[src/rtl/pe_row_feeder.sv]
// -----------------------------------------------------------------------------
// pe_row_feeder
//
// Operand skew feeder for the west edge of the PE array. One column vector of
// ROWS operands is accepted per handshake; lane r is delayed by r array steps
// so the systolic wavefront lines up across rows. A programmed tile length is
// counted, the skew pipeline is flushed with bubbles, and a one-cycle done
// pulse marks the end of the tile.
//
// Ports
//   clk       clock, all state on the rising edge
//   rst       asynchronous active-low reset
//   start     begin a tile (sampled only when idle)
//   k_len     vectors per tile, latched on an accepted start
//   in_valid  in_data holds a vector
//   in_ready  vector accepted this cycle when in_valid is also high
//   in_data   lane r at bits [r*DATA_W +: DATA_W]
//   advance   array steps this cycle and captures out_*
//   out_data  per-row operand, forced to zero when the row's enable is low
//   out_en    per-row input enable
//   busy      high while feeding or draining
//   done      one-cycle pulse at tile end
// -----------------------------------------------------------------------------
module pe_row_feeder #(
  parameter int DATA_W = 16,
  parameter int ROWS   = 4,
  parameter int K_W    = 8
) (
  input  logic                   clk,
  input  logic                   rst,
  input  logic                   start,
  input  logic [K_W-1:0]         k_len,
  input  logic                   in_valid,
  output logic                   in_ready,
  input  logic [ROWS*DATA_W-1:0] in_data,
  input  logic                   advance,
  output logic [ROWS*DATA_W-1:0] out_data,
  output logic [ROWS-1:0]        out_en,
  output logic                   busy,
  output logic                   done
);

  localparam int                DRN_W    = $clog2(ROWS + 1);
  localparam logic [DRN_W-1:0]  DRN_LAST = DRN_W'(ROWS - 1);

  typedef enum logic [1:0] {
    S_IDLE  = 2'd0,
    S_FEED  = 2'd1,
    S_DRAIN = 2'd2,
    S_DONE  = 2'd3
  } state_t;

  state_t           r_state;
  state_t           w_state_nxt;
  logic [K_W-1:0]   r_k;
  logic [K_W-1:0]   r_cnt;
  logic [K_W-1:0]   w_cnt_inc;
  logic [DRN_W-1:0] r_drn;
  logic             w_accept;
  logic             w_step;

  assign w_cnt_inc = r_cnt + K_W'(1);
  assign w_accept  = in_valid & in_ready;
  // The skew pipeline only moves when the array steps during an active tile.
  assign w_step    = advance & busy;

  // FSM: state and counter registers
  always_ff @(posedge clk or negedge rst) begin
    if (!rst) begin
      r_state <= S_IDLE;
      r_k     <= '0;
      r_cnt   <= '0;
      r_drn   <= '0;
    end else begin
      r_state <= w_state_nxt;
      case (r_state)
        S_IDLE: begin
          if (start) begin
            r_k   <= k_len;
            r_cnt <= '0;
            r_drn <= '0;
          end
        end
        S_FEED: begin
          if (w_accept) r_cnt <= w_cnt_inc;
        end
        S_DRAIN: begin
          if (advance) r_drn <= r_drn + DRN_W'(1);
        end
        default: ;
      endcase
    end
  end

  // FSM: next state and control outputs
  always_comb begin
    w_state_nxt = r_state;
    in_ready    = 1'b0;
    busy        = 1'b0;
    done        = 1'b0;
    case (r_state)
      S_IDLE: begin
        if (start) w_state_nxt = (k_len == '0) ? S_DONE : S_FEED;
      end
      S_FEED: begin
        busy     = 1'b1;
        // A vector is taken only when the array steps, so a stall never
        // loses or duplicates an operand.
        in_ready = advance;
        // Exact compare: the count never has to wrap for a 2^K_W-1 tile.
        if (in_valid && advance && (w_cnt_inc == r_k)) w_state_nxt = S_DRAIN;
      end
      S_DRAIN: begin
        busy = 1'b1;
        // ROWS bubble steps push the deepest lane's last operand out.
        if (advance && (r_drn == DRN_LAST)) w_state_nxt = S_DONE;
      end
      S_DONE: begin
        done        = 1'b1;
        w_state_nxt = S_IDLE;
      end
      default: w_state_nxt = S_IDLE;
    endcase
  end

  // Skew pipeline: lane g is a g-stage delay line followed by its output
  // register (index g). Lane 0 gets a bubble on any step without an accept,
  // which also covers every step taken while draining.
  for (genvar g = 0; g < ROWS; g++) begin : g_lane
    logic [DATA_W-1:0] r_dat [0:g];
    logic [g:0]        r_en;

    always_ff @(posedge clk or negedge rst) begin
      if (!rst) begin
        r_en <= '0;
      end else if (w_step) begin
        r_en[0] <= w_accept;
        for (int s = 1; s <= g; s++) r_en[s] <= r_en[s-1];
      end
    end

    // Data stages carry no reset; the enable bit masks any stale value.
    always_ff @(posedge clk) begin
      if (w_step) begin
        r_dat[0] <= in_data[g*DATA_W +: DATA_W];
        for (int s = 1; s <= g; s++) r_dat[s] <= r_dat[s-1];
      end
    end

    assign out_en[g]                    = r_en[g];
    assign out_data[g*DATA_W +: DATA_W] = r_en[g] ? r_dat[g] : '0;
  end

endmodule

[config.mk]
export PLATFORM = sky130hd
export DESIGN_NAME = pe_row_feeder
export DESIGN_NICKNAME = d
export VERILOG_FILES = /design/src/rtl/pe_row_feeder.sv
export SDC_FILE = /design/constraint.sdc
export NUM_CORES = 1
export LEC_CHECK = 0
export CAP_MARGIN = 0
export CORE_ASPECT_RATIO = 0.9
export CORE_MARGIN = 1.5
export CORE_UTILIZATION = 52
export CTS_BUF_LIST = sky130_fd_sc_hd__clkbuf_4 sky130_fd_sc_hd__clkbuf_8
export DETAILED_ROUTE_END_ITERATION = 8
export GPL_TIMING_DRIVEN = 0
export PLACE_DENSITY = 0.82
export REMOVE_ABC_BUFFERS = 1
export SKIP_LAST_GASP = 1
export SLEW_MARGIN = 5
export SYNTH_ARGS = -nofsm -noshare
export SYNTH_HDL_FRONTEND = slang
export SYNTH_SLANG_ARGS = --single-unit
[constraint.sdc]
create_clock -name clk -period 5.68 [get_ports clk]
set_input_delay 0.852 -clock clk [delete_from_list [all_inputs] [get_ports clk]]
set_output_delay 0.852 -clock clk [all_outputs]
set_load 0.01 [all_outputs]
==> metrics list <==
- The flow ran to the end, and the final reports show no timing, DRC or antenna violations.
* Source of the worst register-to-register timing path: r_state[1]
- Hold Buf Count CTS: 0
- The first global-routing pass estimated about 18,000 um of wire.
- Worst reg-to-reg setup slack: about 3200 ps
* Worst min-delay path endpoint: g_lane[2].r_dat[0][47]
- Netlist Area Pre-Place: around 6700 sq um
* Resized cells post-CTS: 0
- At the worst endpoint, the required time is between 4000 and 5000 ps.
- Across the run, the number of max-cap violations was 0.
- RePlAce Congestion: 0.827
- RSZ-0062 raised after global routing: no
* DRC marker count from the first detailed-route iteration: ~230
* Count of input and output buffers: approximately 150
* Core region area: 12,600 sq um
- Count of different cell masters after synthesis: 37
* Detail-routed net length per standard cell: about 16 um
* Share of flip-flops with an asynchronous set or reset: 13.5%
- Once layout is done, the placed cells without fillers occupy 8780 sq um.
- Synth top area cells: sky130_fd_sc_hd__edfxtp_1 72%, sky130_fd_sc_hd__dfrtp_1 9.3%, sky130_fd_sc_hd__and2_1 6.1%
- Antenna viol nets, final: 0
- The via count of the first global-routing pass was approximately 3,500.
- Routed wire length: roughly 11,000 um
* Dpl cell area: around 8400 sq um
- Clock-pin slew on the worst setup and hold paths: roughly 100 ps
- Highest cell delay on the worst timing path: 710 ps
* Area growth from synthesis to final layout: 30.7%
- Capturing element type of the critical path: output port
* Number of synthesized flops with an enable pin: 160
* H-tree level count: 4
- Walking the worst path, the cells encountered are clkdlybuf4s50_1, and2_1, clkdlybuf4s50_1.
* Initial core utilization: about 53%
- Most Crowded Layer GR: met2
* Startpoint of the worst hold path: g_lane[2].r_dat[0][31]
- WS Path Type: input port to output port
* Cell type contributing the most total cell area after synthesis: sky130_fd_sc_hd__edfxtp_1
- Slew margin rel.: 24.9%
- Pre-CTS setup slack: around 2400 ps
- CTS placed an instance of sky130_fd_sc_hd__clkbuf_8 at the clock tree root.
- Post-Synthesis Cells: 381
* Antenna violations before repair: 0
- At the end of the flow, the number of nets in the layout was around 620.
- After synthesis, the mean cell area works out to 17.6 sq um.
- Worst setup slack after layout: between 2000 and 3000 ps
- Number of hold violations in the final report: 0
- TritonCTS clock tree: yes
* Power Density: 461 nW/um^2
- Drt via density: between 4 and 5
* Ratio of final minimum period to clock period: about 55%
* Cell row count: 39
* Highest attainable clock frequency: roughly 320 MHz
- Count of endpoints failing setup in the final report: 0
* Pin count of the biggest net entering global routing: approximately 90
- Startpoint type of the worst setup path: input port
- Class of the worst hold path: register to register
- Counting cells, the worst reg-to-reg path comes to 5.
- The synthesized design devotes to its leading area cell type between 70% and 80% of total area.
- For this run, the share of the core covered by cells in the final layout is between 60% and 70%.
- The post-route netlist has under 10% of its cells at a drive strength greater than 1.
* Die X: approximately 120 um
- Worst flop-to-flop path endpoint: g_lane[2].r_dat[0][24]
* Floorplan die area: 13,600 sq um
* Slew of the pin with the lowest slew margin: 1120 ps
- Count of state elements after synthesis: ~190
- Among the stages of the critical path, the cell type that occurs most often is sky130_fd_sc_hd__clkdlybuf4s50_1.
- At the worst endpoint, the arrival time is approximately 2300 ps.
* Seq/Total Area, Yosys: a little over 80%
* Total vias in the final route: ~3,600
* Max VDD drop: ~280 uV
- Setup Skew: a little over 9 ps
- Hold-critical path depth: 0
* Top-level I/O count: around 150
* YS warnings: 0
- After detailed placement, the design holds a cell count of 683.
- For this run, the detailed router's first-pass iteration total came to 4.
- Among all stages on the critical path, the largest delay is contributed by sky130_fd_sc_hd__clkdlybuf4s50_1.
* Dominant register cell in the synthesized netlist: sky130_fd_sc_hd__edfxtp_1
- Leakage component of the power: between 3 and 4 nW
* Critical-path maximum fanout: 13
- Hpwl dp: ~7700 um
* Overflow left after global routing: 0
* CTS sink cnt: approximately 190
* Number of antenna cells inserted: 0
* Maximum count of clock buffers along a single path: 2
* Final routed DRC violation total: 0
* Clock latency at the later pin of the worst-skew pair: roughly 460 ps
- For this run, global-route usage on met2 was measured as 27.5%.
- Cell Count, Final, Fillers Out: 715
* Postcts setup bufs: 0
- GR met3 Demand/Resource: 8.08%
* DIE HEIGHT: 111 um
- Global routing used between 20% and 30% of the available met1 tracks.
* Fin crit period: 3130 ps
- CTS Buf Count: 17
* Final count of pins violating max slew: 0
- Global routing usage summed across all routing layers: roughly 18%
==> worst max-delay path, delay by kind of cell <==
family	cells	cell delay, ps
AND/OR/NAND/NOR	1	190
buffers and inverters	2	1230
==> cell usage in the layout (no fill, tap or decap), drive strengths merged, types with 5 or more instances in the layout <==
| cell | instances |
|---|---|
| ha | 8 |
| nand2 | 18 |
| clkbuf | 17 |
| inv | 16 |
| clkinv | 8 |
| clkdlybuf4s50 | 147 |
| o21ai | 15 |
| o22ai | 5 |
| mux2 | 11 |
| xor2 | 5 |
| edfxtp | 160 |
| xnor2 | 5 |
| nor2 | 5 |
| dfrtp | 25 |
| and2 | 65 |
==> state kept, by name, indices dropped and copies added, names as in the netlist <==
| register | count |
|---|---|
| g_lane.r_dat | 160 |
| g_lane.r_en | 4 |
| r_cnt | 8 |
| r_drn | 3 |
| r_k | 8 |
| r_state | 2 |
==> synth_stat cells (3+ instances only) <==
master                     count
sky130_fd_sc_hd__and2_1       65
sky130_fd_sc_hd__inv_1        11
sky130_fd_sc_hd__clkbuf_1      7
sky130_fd_sc_hd__mux2_2       11
sky130_fd_sc_hd__nand2b_1      4
sky130_fd_sc_hd__nor2_1        4
sky130_fd_sc_hd__o21ai_0      10
sky130_fd_sc_hd__nand3_1       3
sky130_fd_sc_hd__nor2b_1       3
sky130_fd_sc_hd__a21oi_1       3
sky130_fd_sc_hd__o31ai_1       3
sky130_fd_sc_hd__dfrtp_1      25
sky130_fd_sc_hd__nand2_1      18
sky130_fd_sc_hd__ha_1          8
sky130_fd_sc_hd__o21ai_1       5
sky130_fd_sc_hd__xnor2_1       5
sky130_fd_sc_hd__mux2i_1       4
sky130_fd_sc_hd__o22ai_1       5
sky130_fd_sc_hd__edfxtp_1    160
sky130_fd_sc_hd__xor2_1        5
==> per-stage QoR <==
stage / power (mW) / TNS, ps / hold slack, ps
global placement: 3.23 / -111980 / 400
finish: 4.05 / 0 / 417
CTS: 4.10 / 0 / 416
detailed placement: 3.25 / 0 / 405
floorplan: 2.84 / 0 / 400
global route: 4.26 / 0 / 423
==> how the worst max path moves through the flow <==
stage             from                    end  slack (ps)
5_1_grt        advance               in_ready        2460
6_report       advance               in_ready        2550
3_3_place_gp   advance  g_lane[3].r_dat[0][9]        -710
2_1_floorplan  advance  g_lane[0].r_dat[0][0]        1090
3_5_place_dp   advance  g_lane[3].r_dat[0][7]        2360
4_1_cts        advance               in_ready        2560
==> report_power, final <==
group	switching (mW)	leakage [nW]	total [mW]	internal, mW
registers	0.168	1.82	2.27	2.11
clock network	0.480	0.201	0.845	0.365
logic	0.511	1.09	0.929	0.418
total	1.16	3.12	4.05	2.89
==> layout make-up <==
cell class / instances / area (sq um)
sequential: 185 / 5430
fill: 814 / 3860
timing repair buffer: 148 / 1500
multi-input combinational: 175 / 1200
clock buffer: 17 / 234
tap: 164 / 205
clock inverter: 15 / 164
inverter: 11 / 46.3
==> kinds of logic (layout without fill, tap and decap cells) <==
group	count (synthesis)	in the layout	synth area share, %
AO/OA/AOI/OAI	35	35	3.34
XOR/XNOR	10	10	1.30
adder cells (fa/ha/maj)	8	8	1.49
buffers and inverters	21	191	1.30
flip-flops	185	185	80.9
multiplexers	15	15	2.44
AND/OR/NAND/NOR	107	107	9.26
==> per-layer routing <==
layer | wire, um | vias to the layer above
li1 | - | 1710
met1 | 4620 | 1686
met2 | 5570 | 145
met3 | 912 | 22
met4 | 251 | 0
met5 | 0 | -
Note: power is estimated with default switching activity, not from simulation.
